File: src/rtl/hazard_ctrl_pkg.sv
// Shared definitions for the pipeline hazard controller: opcodes, cause encoding
// and the per-stage shadow entry.
package hazard_ctrl_pkg;

   localparam logic [6:0] OP_REG    = 7'b0110011;
   localparam logic [6:0] OP_IMM    = 7'b0010011;
   localparam logic [6:0] OP_LOAD   = 7'b0000011;
   localparam logic [6:0] OP_STORE  = 7'b0100011;
   localparam logic [6:0] OP_BRANCH = 7'b1100011;
   localparam logic [6:0] OP_JALR   = 7'b1100111;
   localparam logic [6:0] OP_JAL    = 7'b1101111;
   localparam logic [6:0] OP_LUI    = 7'b0110111;
   localparam logic [6:0] OP_AUIPC  = 7'b0010111;

   localparam int unsigned CNT_W = 16;

   typedef enum logic [1:0] {
      ST_RUN    = 2'd0,
      ST_LDUSE  = 2'd1,
      ST_FLUSH  = 2'd2,
      ST_FREEZE = 2'd3
   } hz_state_e;

   typedef struct packed {
      logic       valid;
      logic [4:0] rd;
      logic       is_load;
   } shadow_t;

   // Event counters stick at all-ones instead of wrapping.
   function automatic logic [CNT_W-1:0] sat_inc(input logic [CNT_W-1:0] v);
      return (v == {CNT_W{1'b1}}) ? v : v + 1'b1;
   endfunction

endpackage

File: src/rtl/hz_decode.sv
// Operand/destination decode of one RV32 instruction word.
// Unused source/destination fields are returned as x0 so callers can compare blindly.
module hz_decode
   import hazard_ctrl_pkg::*;
(
   input  logic [31:0] inst,
   output logic [4:0]  rs1,
   output logic [4:0]  rs2,
   output logic [4:0]  rd,
   output logic        rs1_used,
   output logic        rs2_used,
   output logic        is_load
);

   logic [6:0] opcode;
   logic       rd_wr;
   logic       unused_fields;

   assign opcode        = inst[6:0];
   assign unused_fields = ^{inst[31:25], inst[14:12]};

   always_comb begin
      rs1_used = 1'b0;
      rs2_used = 1'b0;
      rd_wr    = 1'b0;
      is_load  = 1'b0;
      case (opcode)
         OP_REG: begin
            rs1_used = 1'b1;
            rs2_used = 1'b1;
            rd_wr    = 1'b1;
         end
         OP_IMM, OP_JALR: begin
            rs1_used = 1'b1;
            rd_wr    = 1'b1;
         end
         OP_LOAD: begin
            rs1_used = 1'b1;
            rd_wr    = 1'b1;
            is_load  = 1'b1;
         end
         OP_STORE, OP_BRANCH: begin
            rs1_used = 1'b1;
            rs2_used = 1'b1;
         end
         OP_JAL, OP_LUI, OP_AUIPC: rd_wr = 1'b1;
         default: ;
      endcase
   end

   assign rs1 = rs1_used ? inst[19:15] : 5'd0;
   assign rs2 = rs2_used ? inst[24:20] : 5'd0;
   assign rd  = rd_wr    ? inst[11:7]  : 5'd0;

endmodule

File: src/rtl/hazard_ctrl.sv
// Pipeline hazard controller: picks one cause per cycle and drives the
// pipeline-register enables/flushes combinationally from it.
//
//  state  | meaning
//  RUN    | normal advance of every stage
//  LDUSE  | hold PC and IF/ID, inject one bubble into ID/EX behind a load
//  FLUSH  | taken branch in EX: PC loads target, IF/ID and ID/EX become bubbles
//  FREEZE | data memory busy: nothing moves, shadows hold
module hazard_ctrl
   import hazard_ctrl_pkg::*;
(
   input  logic        clk_i,
   input  logic        rst_ni,
   input  logic        id_valid_i,
   input  logic [31:0] id_inst_i,
   input  logic        br_taken_i,
   input  logic        dmem_busy_i,
   output logic        pc_en_o,
   output logic        ifid_en_o,
   output logic        ifid_flush_o,
   output logic        idex_en_o,
   output logic        idex_flush_o,
   output logic        exmem_en_o,
   output logic [1:0]  state_o,
   output logic [15:0] lduse_cnt_o,
   output logic [15:0] flush_cnt_o
);

   logic [4:0]       id_rs1;
   logic [4:0]       id_rs2;
   logic [4:0]       id_rd;
   logic             id_rs1_used;
   logic             id_rs2_used;
   logic             id_is_load;
   logic             lduse;
   hz_state_e        cause;
   hz_state_e        state_q;
   shadow_t          ex_q;
   shadow_t          mem_q;
   shadow_t          ex_next;
   logic [CNT_W-1:0] lduse_cnt_q;
   logic [CNT_W-1:0] flush_cnt_q;
   logic             unused_mem;

   hz_decode u_decode (
      .inst     (id_inst_i),
      .rs1      (id_rs1),
      .rs2      (id_rs2),
      .rd       (id_rd),
      .rs1_used (id_rs1_used),
      .rs2_used (id_rs2_used),
      .is_load  (id_is_load)
   );

   // Decode already maps unused operands to x0, and ex_q.rd != 0 excludes x0.
   assign lduse = ex_q.valid && ex_q.is_load && (ex_q.rd != 5'd0) && id_valid_i &&
                  ((id_rs1_used && (id_rs1 == ex_q.rd)) ||
                   (id_rs2_used && (id_rs2 == ex_q.rd)));

   always_comb begin
      cause        = ST_RUN;
      pc_en_o      = 1'b1;
      ifid_en_o    = 1'b1;
      ifid_flush_o = 1'b0;
      idex_en_o    = 1'b1;
      idex_flush_o = 1'b0;
      exmem_en_o   = 1'b1;
      ex_next      = '0;

      if (dmem_busy_i)     cause = ST_FREEZE;
      else if (br_taken_i) cause = ST_FLUSH;
      else if (lduse)      cause = ST_LDUSE;

      case (cause)
         ST_RUN: begin
            ex_next.valid   = id_valid_i;
            ex_next.rd      = id_rd;
            ex_next.is_load = id_is_load;
         end
         ST_LDUSE: begin
            pc_en_o      = 1'b0;
            ifid_en_o    = 1'b0;
            idex_flush_o = 1'b1;
         end
         // IF/ID stays enabled so the cleared bubble is actually captured.
         ST_FLUSH: begin
            ifid_flush_o = 1'b1;
            idex_flush_o = 1'b1;
         end
         ST_FREEZE: begin
            pc_en_o    = 1'b0;
            ifid_en_o  = 1'b0;
            idex_en_o  = 1'b0;
            exmem_en_o = 1'b0;
         end
         default: ;
      endcase
   end

   always_ff @(posedge clk_i or negedge rst_ni) begin
      if (!rst_ni) begin
         state_q     <= ST_RUN;
         ex_q        <= '0;
         mem_q       <= '0;
         lduse_cnt_q <= '0;
         flush_cnt_q <= '0;
      end else begin
         state_q <= cause;
         if (cause != ST_FREEZE) begin
            mem_q <= ex_q;
            ex_q  <= ex_next;
         end
         if (cause == ST_LDUSE) lduse_cnt_q <= sat_inc(lduse_cnt_q);
         if (cause == ST_FLUSH) flush_cnt_q <= sat_inc(flush_cnt_q);
      end
   end

   // MEM shadow tracks the load one stage on; kept for forwarding logic, not stall decisions.
   assign unused_mem = ^mem_q;

   assign state_o     = state_q;
   assign lduse_cnt_o = lduse_cnt_q;
   assign flush_cnt_o = flush_cnt_q;

endmodule

File: config.mk
export PLATFORM = sky130hd
export DESIGN_NAME = hazard_ctrl
export DESIGN_NICKNAME = d
export VERILOG_FILES = /design/src/rtl/hazard_ctrl_pkg.sv /design/src/rtl/hz_decode.sv /design/src/rtl/hazard_ctrl.sv
export SDC_FILE = /design/constraint.sdc
export NUM_CORES = 1
export LEC_CHECK = 0
export BUFFER_PORTS_ARGS = -buffer_cell sky130_fd_sc_hd__buf_2
export CAP_MARGIN = 20
export CORE_ASPECT_RATIO = 0.5
export CORE_MARGIN = 2
export CORE_UTILIZATION = 45
export DETAILED_ROUTE_END_ITERATION = 10
export PLACE_DENSITY = 0.75
export SETUP_SLACK_MARGIN = 0.4
export SYNTH_ARGS = -nofsm -noshare
export SYNTH_HDL_FRONTEND = slang
export SYNTH_HIERARCHICAL = 1
export SYNTH_SLANG_ARGS = --single-unit
export TNS_END_PERCENT = 50
File: constraint.sdc
create_clock -name clk_i -period 2.35 [get_ports clk_i]
set_clock_uncertainty 0.15 [all_clocks]
set_input_delay 0.3525 -clock clk_i [delete_from_list [all_inputs] [get_ports clk_i]]
set_output_delay 0.3525 -clock clk_i [all_outputs]
set_load 0.02 [all_outputs]
== Yosys cells after proc, flatten, opt, wreduce, memory -nomap -nowiden ==
Index checks and enable logic that the tools add are counted.

* Input bits: 37
* Flip-flop bits (word level): 41
* Memory bits (writable): 0
* ROM bits: 0
* Word-level logic and storage cells: 58
* Memories kept: 0
* Latch bits: 0

* Add/sub/neg operators: 2
* Shift operators: 0
* Muxes and demuxes: 15
* Eq/ne operators: 17
* Order comparisons: 0
* Multipliers: 0
* Div/mod/pow operators: 0
* Bitwise operators: 2
* Reductions and logical operators: 16

{| class="wikitable"
|+ Operators by type and width
! cell !! count
|-
| $add 16x1->16 const B || 2
|-
| $eq 16x16->1 const B || 2
|-
| $eq 7x6->1 const B || 3
|-
| $eq 7x7->1 const B || 3
|-
| $mux 5 || 3
|-
| $eq 7x5->1 const B || 2
|-
| $eq 5x5->1 || 2
|-
| $mux 1 || 9
|-
| $eq 7x2->1 const B || 1
|-
| $mux 7 || 1
|-
| $reduce_or 7->1 || 1
|-
| $logic_and 1x1->1 || 6
|-
| $reduce_or 6->1 || 1
|-
| $reduce_bool 5->1 || 1
|-
| $eq 2x2->1 const B || 2
|-
| $mux 2 || 2
|-
| $reduce_and 2->1 || 2
|-
| $reduce_or 2->1 || 2
|-
| $reduce_or 3->1 || 1
|-
| $eq 2x1->1 const B || 1
|-
| $logic_not 2->1 || 1
|-
| $ne 2x2->1 const B || 1
|-
| $not 1->1 || 2
|-
| $logic_or 1x1->1 || 1
|}

== Depth between registers and ports, before layout ==
Gate-level depths: netlist of run 1.

* Depth in word-level cells: 14
* Gate-level depth with buffers: 9
* Gate-level depth less buffers: 8

== By module ==
Netlist of run 1, hierarchy kept.

{| class="wikitable"
|+ Modules (own cells, without submodules)
! module !! area an instance (um2) !! cells an instance !! seq. area each (um2) !! instances
|-
| hazard_ctrl || 2118.3 || 189 || 1026.0 || 1
|-
| hz_decode || 224.0 || 25 || 0.0 || 1
|}

== Worst setup path after synthesis of run 1 ==
OpenSTA, ideal clock, no wires.

* Kind: input port to output port
* Start: input port id_inst_i[3]
* End: output port pc_en_o
* Path buffers: 2
* Stages: 9
* Arrival time: 2211 ps
* Setup slack: -363 ps
* Required time: 1847 ps
* Cells stage by stage: nand3b_4 > a2111oi_4 > and2_1 > xnor2_1 > nand4_1 > o22ai_4 > buf_4 > a21oi_1 > buf_4

* Cells in the longest elaborated chain, start to end: 14

{| class="wikitable"
|+ RTL lines
! element !! RTL line !! RTL
|-
| from (decl) || hazard_ctrl.sv:15 || <nowiki>input logic [31:0] id_inst_i,</nowiki>
|-
| $eq 7x6->1 / $eq 7x7->1 (equally long branches) || hz_decode.sv:27 || <nowiki>case (opcode)</nowiki>
|-
| $reduce_or 3->1 (no source line) (*) || - ||
|-
| $mux 1 (*) || hz_decode.sv:27 ||
|-
| named net id_rs2_used || hazard_ctrl.sv:33 || <nowiki>logic id_rs2_used;</nowiki>
|-
| $mux 5 (*) || hz_decode.sv:52 || <nowiki>assign rs2 = rs2_used ? inst[24:20] : 5'd0;</nowiki>
|-
| named net id_rs2[0] || hazard_ctrl.sv:30 || <nowiki>logic [4:0] id_rs2;</nowiki>
|-
| $eq 5x5->1 (*) || hazard_ctrl.sv:58 || <nowiki>(id_rs2_used && (id_rs2 == ex_q.rd)));</nowiki>
|-
| $logic_and 1x1->1 (*) || hazard_ctrl.sv:58 ||
|-
| $logic_or 1x1->1 (*) || hazard_ctrl.sv:57 || <nowiki>((id_rs1_used && (id_rs1 == ex_q.rd)) ||</nowiki>
|-
| $logic_and 1x1->1 (*) || hazard_ctrl.sv:56 || <nowiki>assign lduse = ex_q.valid && ex_q.is_load && (ex_q.rd != 5'd0) && id_valid_i &&</nowiki>
|-
| $mux 1 (*) || hazard_ctrl.sv:72 || <nowiki>else if (lduse) cause = ST_LDUSE;</nowiki>
|-
| $mux 2 (*) || hazard_ctrl.sv:71 || <nowiki>else if (br_taken_i) cause = ST_FLUSH;</nowiki>
|-
| $mux 2 (*) || hazard_ctrl.sv:70 || <nowiki>if (dmem_busy_i) cause = ST_FREEZE;</nowiki>
|-
| $eq 2x1->1 / $eq 2x2->1 (equally long branches) || - ||
|-
| $reduce_or 2->1 (no source line) (*) || - ||
|-
| $mux 1 (*) || - ||
|-
| to (decl) || hazard_ctrl.sv:18 || <nowiki>output logic pc_en_o,</nowiki>
|}

Mark *: on every way through the listed nets, which the timed path passes. The rest lies on a longest branch.

== Final worst setup path of run 1 ==
* Start: input port id_inst_i[3]
* End: output port pc_en_o

* Cells in the longest elaborated chain, start to end: 14

{| class="wikitable"
|+ RTL lines
! element !! RTL line !! RTL
|-
| $eq 7x6->1 / $eq 7x7->1 (equally long branches) || hz_decode.sv:27 ||
|-
| $reduce_or 3->1 (no source line) (*) || - ||
|-
| $mux 1 (*) || hz_decode.sv:27 ||
|-
| named net id_rs2_used || hazard_ctrl.sv:33 ||
|-
| $mux 5 (*) || hz_decode.sv:52 ||
|-
| named net id_rs2[2] || hazard_ctrl.sv:30 ||
|-
| $eq 5x5->1 (*) || hazard_ctrl.sv:58 ||
|-
| $logic_and 1x1->1 (*) || hazard_ctrl.sv:58 ||
|-
| $logic_or 1x1->1 (*) || hazard_ctrl.sv:57 ||
|-
| $logic_and 1x1->1 (*) || hazard_ctrl.sv:56 ||
|-
| $mux 1 (*) || hazard_ctrl.sv:72 ||
|-
| $mux 2 (*) || hazard_ctrl.sv:71 ||
|-
| $mux 2 (*) || hazard_ctrl.sv:70 ||
|-
| $eq 2x1->1 / $eq 2x2->1 (equally long branches) || hazard_ctrl.sv:74 || <nowiki>case (cause)</nowiki>
|-
| $reduce_or 2->1 (no source line) (*) || - ||
|-
| $mux 1 (*) || hazard_ctrl.sv:74 ||
|}

Marked as above.

==> results.py, run 1 <==
metrics = {
    "status": {
        "status": "finished with violations",
        "violations": "setup timing",
    },
    "grt": {
        "grt_first_pass_wirelength_mm": 8.22,
        "grt_pass1_vias": 1870,
        "antenna_found_initial": 0,
        "grt.total_usage_pct": 18.0,
        "grt_overflow": 0,
        "grt_max_degree": 20,
    },
    "route": {
        "dr.pass1.iters": 4,
        "drtIter0Drc": 63,
        "vias_per_cell": 5.18,
        "vias": 1949,
        "avgRoutedWirePerCell_microns": 13.6,
        "drc": 0,
        "routed_wl_mm": 5.13,
        "antenna_left": 0,
    },
    "power_and_ir_drop": {
        "pwr-share-comb_pct": 22.1,
        "p_total_uw": 1660,
        "power.density_nw_per_um2": 536,
        "clockPowerShare_pct": 27.3,
        "swShare_pct": 32.3,
        "vdd_drop_max_mv": 0.304,
        "seqPwrFrac_pct": 50.6,
        "p_sw_uw": 536,
        "leakage_uw": 0.00143,
        "p_int_uw": 1130,
    },
    "placement": {
        "place_inst": 361,
        "io_buffers": 66,
        "place_congestion": 0.832,
        "dp_hpwl_mm": 3.86,
        "dp_slack_ns": -0.295,
    },
    "sta": {
        "slew_headroom_pct": 64.7,
        "finalWorstSetupSlack_ns": -0.156,
        "hold_violations": 0,
        "worst_pin_slew_ns": 0.527,
        "fin_setup_tns_ns": -0.434,
        "fin_crit_ns": 2.51,
        "fmax_ghz": 0.399,
        "period_share_pct": 107,
        "grt_setup_unrepaired": "yes",
        "setup_viol": 3,
        "slew_viol_final": 0,
    },
    "cts": {
        "cts-buffers-inserted": 5,
        "cts_tree": "built",
        "cts.sinks": 41,
        "clk_pin_slew_ns": 0.07,
        "htreeDepth": 2,
        "root_buffer": "clkbuf_8",
        "clk_path_buf_depth": 2,
        "clkLatencyLatePin_ns": 0.29,
    },
    "finish": {
        "postLayoutCoreUtil_pct": 62.3,
        "synthToLayoutAreaGrowth_pct": 32.3,
        "nets": 344,
        "instances_no_fill": 376,
        "n_fill_cell": 431,
        "diodes": 0,
        "drive_above_1_share_pct": 43.5,
    },
    "run": {
        "cap_violations": 0,
    },
    "die": {
        "pin_count": 77,
        "placementRows": 18,
        "die_w_microns": 106,
        "core_area_sq_um": 4980,
        "die_area_sq_um": 5830,
        "initial_core_util_pct": 47.1,
        "fp.dieH_microns": 55.0,
    },
    "synthesis": {
        "netlist.area_leader.share_pct": 43.8,
        "yosysMostFrequentCell": "dfrtp_1",
        "ys.flop_type": "dfrtp_1",
        "ys_ff_latch": 41,
        "synth_cells": 214,
        "synthDistinctLibCells": 48,
        "synth.yosys.seq_area_share_pct": 43.8,
        "ys_top_cells_by_area": "dfrtp_1 44%, xnor2_1 13%, nand3_1 3.6%",
        "synth_largest_area_cell": "dfrtp_1",
        "syn_avg_cell_area_sq_um": 10.9,
        "async_reset_ff_share_pct": 100,
        "synthesis.area_sq_um": 2340,
        "synth_edf_count": 0,
        "synth_common_cells": "41 x dfrtp_1, 34 x xnor2_1, 17 x nand3_1",
        "syn_nets": 253,
        "yosysWarnings": 6,
    },
    "critical_path": {
        "startpoint_type": "primary input",
        "critPathMaxFanout": 5,
        "crit_type": "in2out",
        "endpoint_kind": "primary output",
        "crit_required_ns": 1.85,
        "worstPathArrival_ns": 2.00,
    },
    "min_path": {
        "hold_class": "in2reg",
    },
}
[what timing repair did]
action | CTS | global route
setup buffers | 4 | 2
endpoints found under the setup margin | 27 | 32
pin swaps | 18 | 12
gates resized for setup | 18 | 9
hold endpoints to repair | 6 | 0
hold buffers | 1 | 0
[flip-flops by register name, indices dropped and copies added (netlist names)]
name / count
ex_q: 7
flush_cnt_o: 16
lduse_cnt_o: 16
state_o: 2
[cell usage in the layout (no fill, tap or decap), types with 6 or more instances in the layout]
| master | Yosys | final |
|---|---|---|
| buf_6 | 0 | 7 |
| buf_4 | 3 | 18 |
| inv_1 | 8 | 7 |
| and2_1 | 11 | 10 |
| xnor2_1 | 34 | 32 |
| nand2_1 | 15 | 15 |
| a22o_1 | 6 | 6 |
| nor3_1 | 6 | 6 |
| nor2_1 | 9 | 8 |
| dfrtp_1 | 41 | 39 |
| nand3_1 | 17 | 16 |
| buf_2 | 0 | 60 |
| nand4_1 | 10 | 10 |
[worst paths after layout]
check,from,endpoint,slack (ns),depth (start not counted)
worst min register to register,lduse_cnt_o[5],lduse_cnt_o[5],0.36,1
worst max register to register,ex_q[1],lduse_cnt_o[1],0.24,7
max in group asynchronous,rst_ni,flush_cnt_o[7],1.26,3
worst max-delay path,id_inst_i[3],pc_en_o,-0.16,10
min in group asynchronous,rst_ni,lduse_cnt_o[12],0.27,2
worst min-delay path,id_valid_i,ex_q[6],0.15,2
[critical path, stage by stage]
cell and delay, ns:
buf_6 0.09, nand3b_4 0.15, a2111oi_4 0.27, and2_4 0.23, xnor2_2 0.11, nand4_1 0.18, o22ai_4 0.27, buf_6 0.14
a21oi_4 0.06, buf_6 0.14
[stage by stage]
step                cell area (sq um)  hold WS (ns)
finish                           3100         0.153
global route                     3100         0.177
CTS                              3050         0.149
detailed placement               2860        0.0486
global placement                 2860        0.0418
floorplan                        2360       -0.0931
[area by class of cell]
class                           count  area, sq um  area share, %
Clock buffer                        5         68.8           2.22
Multi-Input combinational cell    161         1310           42.3
Tap cell                           70         87.6           2.83
Sequential cell                    41         1030           33.2
Inverter                            8         30.0          0.969
Clock inverter                      3         17.5          0.565
Timing Repair Buffer               88          554           17.9
[power by group through the flow]
stage          clock network (uW)  registers [uW]  logic [uW]
3_5_place_dp                    0             852         346
6_report                      454             841         366
3_3_place_gp                    0             847         335
2_1_floorplan                   0             907         141
5_1_grt                       497             849         399
4_1_cts                       468             839         361
[per-layer routing]
metal	wire, microns	part of all wire [%]	GRT usage (%)
met5	0	0	0
met4	51	0.99	6.14
met3	193	3.8	3.40
met2	2590	50	36.3
met1	2300	45	20.2
[cell families after synthesis]
group / synth area share [%]
AO/OA/AOI/OAI: 11.5
adder cells (fa/ha/maj): 1.07
flip-flops: 43.8
AND/OR/NAND/NOR: 25.5
XOR/XNOR: 14.6
multiplexers: 1.12
buffers and inverters: 2.40
No activity file was read; power rests on OpenSTA's default activity.
==> run 2: changes to the inputs <==
--- a/config.mk
+++ b/config.mk
@@ -11,7 +11,7 @@
 export CORE_MARGIN = 2
 export CORE_UTILIZATION = 45
 export DETAILED_ROUTE_END_ITERATION = 10
-export PLACE_DENSITY = 0.75
+export PLACE_DENSITY = 0.78
 export SETUP_SLACK_MARGIN = 0.4
 export SYNTH_ARGS = -nofsm -noshare
 export SYNTH_HDL_FRONTEND = slang
==> run 2 against run 1 <==
Compared with the run above:
- the run still ends with setup timing left
- combinational power is 4% higher
- count of clock-buffer cells in the layout rose by 2
- global-route usage is 0.55 points higher
- routed wire length increased by 1.4%
- cell count is 0.53% lower
- critical path type unchanged
- power is 2.1% higher
- sequential share of layout area about the same
==> results.py, run 2 (synthesis gave the netlist of run 1 again) <==
metrics = {
    "finish": {
        "diodes": 0,
        "instances_no_fill": 374,
        "final_common_cell": "buf_2",
        "synthToLayoutAreaGrowth_pct": 32.2,
        "nets": 343,
        "drive_above_1_share_pct": 42.1,
        "final_cell_mix": "59 x buf_2, 39 x dfrtp_1, 33 x xnor2_1",
    },
    "sta": {
        "fmax_ghz": 0.400,
        "worst_pin_slew_ns": 0.637,
        "finalWorstSetupSlack_ns": -0.150,
        "slew_viol_final": 0,
        "period_share_pct": 106,
        "fin_crit_ns": 2.50,
        "slew_headroom_pct": 57.5,
        "grt_setup_unrepaired": "yes",
        "setup_viol": 3,
        "hold_violations": 0,
    },
    "route": {
        "antenna_left": 0,
        "routed_wl_mm": 5.20,
        "drtIter0Drc": 91,
        "avgRoutedWirePerCell_microns": 13.9,
        "vias": 1913,
        "vias_per_cell": 5.11,
        "dr.pass1.iters": 4,
        "drc": 0,
    },
    "critical_path": {
        "crit_top_cell": "buf_6",
        "endpoint_kind": "primary output",
        "crit_required_ns": 1.85,
        "startpoint_type": "primary input",
        "critPathMaxFanout": 5,
        "cpPeakStageDelay_ns": 0.41,
        "worstPathArrival_ns": 2.00,
        "cp_slowest_cell": "a2111oi_4",
        "worstPathCellList": "buf_8, a2111oi_4, and2_4, xnor2_2, nand4_1, o22ai_4, buf_6, a21oi_4, buf_6",
        "crit_type": "in2out",
    },
    "grt": {
        "grt_max_degree": 29,
        "grt_pass1_vias": 1872,
        "grt.total_usage_pct": 18.6,
        "antenna_found_initial": 0,
        "grt_first_pass_wirelength_mm": 8.34,
        "grt_overflow": 0,
    },
    "die": {
        "core_area_sq_um": 4980,
        "fp.dieH_microns": 55.0,
        "placementRows": 18,
        "die_w_microns": 106,
        "die_area_sq_um": 5830,
        "initial_core_util_pct": 47.1,
        "pin_count": 77,
    },
    "status": {
        "violations": "setup timing",
        "status": "finished with violations",
    },
    "placement": {
        "place_inst": 362,
        "dp_hpwl_mm": 3.91,
        "place_congestion": 0.812,
        "io_buffers": 66,
    },
    "cts": {
        "clk_path_buf_depth": 2,
        "clk_pin_slew_ns": 0.08,
        "htreeDepth": 2,
        "root_buffer": "clkbuf_8",
        "cts_tree": "built",
        "cts-buffers-inserted": 5,
        "clkLatencyLatePin_ns": 0.29,
        "cts.sinks": 41,
    },
    "power_and_ir_drop": {
        "seqPwrFrac_pct": 50.4,
        "vdd_drop_max_mv": 0.299,
        "p_sw_uw": 528,
        "clockPowerShare_pct": 27.2,
        "pwr-share-comb_pct": 22.4,
        "p_total_uw": 1700,
        "swShare_pct": 31.2,
        "leakage_uw": 0.00142,
        "p_int_uw": 1170,
        "power.density_nw_per_um2": 547,
    },
    "run": {
        "cap_violations": 0,
    },
    "min_path": {
        "hold_class": "in2reg",
    },
}
[run 2: changes by cell type in the layout (fill, tap and decap cells not counted), sizes merged]
cell      before  now
clkinvlp       1    0
clkbuf         5    7
buf           87   86
clkinv         2    0
[run 2: path summary, 6_finish.rpt]
kind,slack (ns),cells after the start,endpoint,from
max,-0.15,9,pc_en_o,id_inst_i[6]
min,0.15,2,ex_q[6],id_valid_i
max reg2reg,0.31,8,ex_q[0],ex_q[1]
min reg2reg,0.34,1,lduse_cnt_o[5],lduse_cnt_o[5]
max in group asynchronous,0.98,3,flush_cnt_o[7],rst_ni
min in group asynchronous,0.48,2,ex_q[5],rst_ni
[run 2: worst max-delay path: cells and delay by family]
kind / cells / cell delay (ns)
AOI/OAI and AO/OA: 3 / 0.74
xor gates and xnor gates: 1 / 0.11
buffers and inverters: 3 / 0.39
and+or+nand+nor: 2 / 0.39
[run 2: power by group through the flow]
stage               combinational (uW)  sequential, uW  clock, uW
floorplan                          141             907          0
global placement                   336             846          0
detailed placement                 348             853          0
CTS                                362             840        470
global route                       421             865        507
finish                             379             854        462
[run 2: metrics by stage]
step           hold WS (ns)  setup WS, ns  util, %  instance area (sq um)  TNS, ns
2_1_floorplan       -0.0931        -0.194        -                   2360   -0.382
3_3_place_gp          0.242        -0.159     57.9                   2880    -2.38
3_5_place_dp          0.255        -0.234     57.9                   2880    -4.58
4_1_cts               0.143        -0.134     61.4                   3060   -0.375
5_1_grt               0.155        -0.254     62.2                   3100   -0.725
6_report              0.147        -0.150     62.2                   3100   -0.409
[run 2: repair_timing]
| item | CTS | global route |
|---|---|---|
| hold buffers | 1 | 0 |
| endpoints found under the setup margin | 27 | 29 |
| pin swaps | 14 | 16 |
| buffers inserted | 3 | 1 |
| hold endpoints to repair | 26 | 0 |
| resized for setup | 18 | 7 |
[run 2: layer usage]
layer	track usage, %	vias to the layer above	wire length, microns
li1	-	937	-
met1	21.7	918	2260
met2	35.8	49	2690
met3	3.51	9	177
met4	7.02	0	80
met5	0	-	0
[run 2: cell type report]
| cell class | instances | area (sq um) |
|---|---|---|
| Clock buffer | 7 | 86.3 |
| Fill cell | 415 | 1880 |
| Inverter | 8 | 30.0 |
| Multi-Input combinational cell | 161 | 1310 |
| Sequential cell | 41 | 1030 |
| Tap cell | 70 | 87.6 |
| Timing Repair Buffer | 87 | 554 |
==> run 3: changes to the inputs <==
--- a/config.mk
+++ b/config.mk
@@ -11,7 +11,7 @@
 export CORE_MARGIN = 2
 export CORE_UTILIZATION = 45
 export DETAILED_ROUTE_END_ITERATION = 10
-export PLACE_DENSITY = 0.78
+export PLACE_DENSITY = 0.72
 export SETUP_SLACK_MARGIN = 0.4
 export SYNTH_ARGS = -nofsm -noshare
 export SYNTH_HDL_FRONTEND = slang
==> constraint.sdc (replaced) <==
create_clock -name clk_i -period 3.1 [get_ports clk_i]
set_clock_uncertainty 0.15 [all_clocks]
set_input_delay 0.465 -clock clk_i [delete_from_list [all_inputs] [get_ports clk_i]]
set_output_delay 0.465 -clock clk_i [all_outputs]
set_load 0.02 [all_outputs]
==> run 3 against run 2 <==
Compared with the run above:
- the flow now finishes without violations
- worst setup slack better by 0.54 ns
- cell count down 4.5%
- combinational power down 33%
- global-route usage down 0.88 points
- first-iteration DRC count down 11%
- critical path depth up 2
- via count down 3.4%
- final area down 5.7%
==> results.py, run 3 (synthesis gave the netlist of run 1 again) <==
metrics = {
    "status": {
        "status": "completed",
    },
    "route": {
        "drc": 0,
        "dr.pass1.iters": 4,
        "avgRoutedWirePerCell_microns": 13.2,
        "drtIter0Drc": 81,
        "routed_wl_mm": 4.72,
        "vias_per_cell": 5.18,
        "vias": 1848,
        "antenna_left": 0,
    },
    "sta": {
        "period_share_pct": 87.5,
        "worst_pin_slew_ns": 0.901,
        "setup_viol": 0,
        "hold_violations": 0,
        "slew_viol_final": 0,
        "grt_setup_unrepaired": "yes",
        "slew_headroom_pct": 40.0,
        "fin_crit_ns": 2.71,
        "fin_setup_tns_ns": 0,
        "fmax_ghz": 0.369,
    },
    "grt": {
        "grt_overflow": 0,
        "grt_max_degree": 42,
        "antenna_found_initial": 0,
        "grt.total_usage_pct": 17.7,
        "grt_first_pass_wirelength_mm": 8.09,
        "grt_pass1_vias": 1771,
    },
    "power_and_ir_drop": {
        "vdd_drop_max_mv": 0.239,
        "power.density_nw_per_um2": 436,
        "p_total_uw": 1270,
        "leakage_uw": 0.00133,
    },
    "die": {
        "die_w_microns": 106,
        "pin_count": 77,
        "die_area_sq_um": 5830,
        "fp.dieH_microns": 55.0,
        "placementRows": 18,
        "initial_core_util_pct": 47.1,
        "core_area_sq_um": 4980,
    },
    "cts": {
        "clk_pin_slew_ns": 0.08,
        "clkLatencyLatePin_ns": 0.29,
        "cts_tree": "built",
        "cts_hold_buf": 0,
        "cts-buffers-inserted": 5,
        "cts.sinks": 41,
        "clk_path_buf_depth": 2,
        "root_buffer": "clkbuf_8",
        "htreeDepth": 2,
    },
    "critical_path": {
        "startpoint_type": "primary input",
        "rr_endpoint": "lduse_cnt_o[1]",
        "r2r_slack_ns": 1.02,
        "endpoint_kind": "primary output",
        "critPathMaxFanout": 5,
        "r2r-start": "ex_q[1]",
        "crit_type": "in2out",
        "worstPathArrival_ns": 2.10,
        "reg2reg_depth": 6,
        "crit_required_ns": 2.48,
    },
    "placement": {
        "place_inst": 347,
        "dp_hpwl_mm": 3.56,
        "io_buffers": 66,
        "place_congestion": 0.835,
    },
    "finish": {
        "final_cell_mix": "61 x buf_2, 41 x dfrtp_1, 33 x xnor2_1",
        "instances_no_fill": 357,
        "diodes": 0,
        "synthToLayoutAreaGrowth_pct": 24.7,
        "postLayoutCoreUtil_pct": 58.7,
        "drive_above_1_share_pct": 38.7,
        "nets": 325,
        "n_fill_cell": 413,
        "final_common_cell": "buf_2",
    },
    "run": {
        "cap_violations": 0,
    },
    "min_path": {
        "hold_class": "in2async",
    },
}
-- run 3: cell types whose count changed in the layout (fill, tap and decap cells not counted), sizes merged --
cell / previous run / this run
buf: 86 / 69
dlygate4sd3: 1 / 0
clkinv: 0 / 1
-- run 3: worst max-delay path by stage --
stage                 startpoint              to  slack, ns  cells after the start
floorplan           id_inst_i[3]         pc_en_o       0.32                      9
global route        id_inst_i[3]    idex_flush_o       0.27                     10
CTS                 id_inst_i[3]    idex_flush_o       0.40                     10
global placement    id_inst_i[3]  lduse_cnt_o[1]       0.31                     10
detailed placement  id_inst_i[3]  lduse_cnt_o[1]       0.26                     10
finish              id_inst_i[3]    idex_flush_o       0.39                     11
-- run 3: stage by stage --
| step | instance area [sq um] | hold slack (ns) | worst slack [ns] |
|---|---|---|---|
| after global placement | 2750 | 0.325 | 0.313 |
| after floorplan | 2350 | 0.0194 | 0.318 |
| after global routing | 2920 | 0.221 | 0.268 |
| after detailed placement | 2750 | 0.332 | 0.257 |
| final | 2920 | 0.146 | 0.386 |
| after CTS | 2900 | 0.185 | 0.396 |
-- run 3: final cells by class --
cell class	count	area (sq um)	share of cell area [%]
Multi-Input combinational cell	161	1290	44.2
Tap cell	70	87.6	3.00
Timing Repair Buffer	69	384	13.1
Inverter	8	30.0	1.03
Clock inverter	1	5.00	0.171
Clock buffer	7	96.3	3.30
Sequential cell	41	1030	35.1
-- run 3: layer usage --
layer  global-route usage [%]  up-vias  wire [microns]
li1                         -      901               -
met1                     21.7      880            2100
met2                     32.4       61            2320
met3                     4.57        6             275
met4                     4.82        0              24
met5                        0        -               0
-- run 3: critical path: stages --
cell and delay (ns):
buf_6 0.09, nand3b_4 0.15, a2111oi_4 0.35, buf_4 0.18, and2_4 0.14, xnor2_2 0.10
nand2_2 0.08, o22ai_4 0.23, a21oi_2 0.09, nor2_2 0.09, buf_6 0.12
-- run 3: report_power, final --
part	switching [uW]	leakage (uW)	internal, uW
Clock	181	0.0000542	201
Combinational	151	0.000724	104
Sequential	58.8	0.000554	577
Total	390	0.00133	883
-- run 3: timing repair --
item                       4_1_cts  5_1_grt
resized for setup               13        3
buffers inserted                 1        1
pin swaps                        8        5
setup endpoints to repair        3        3
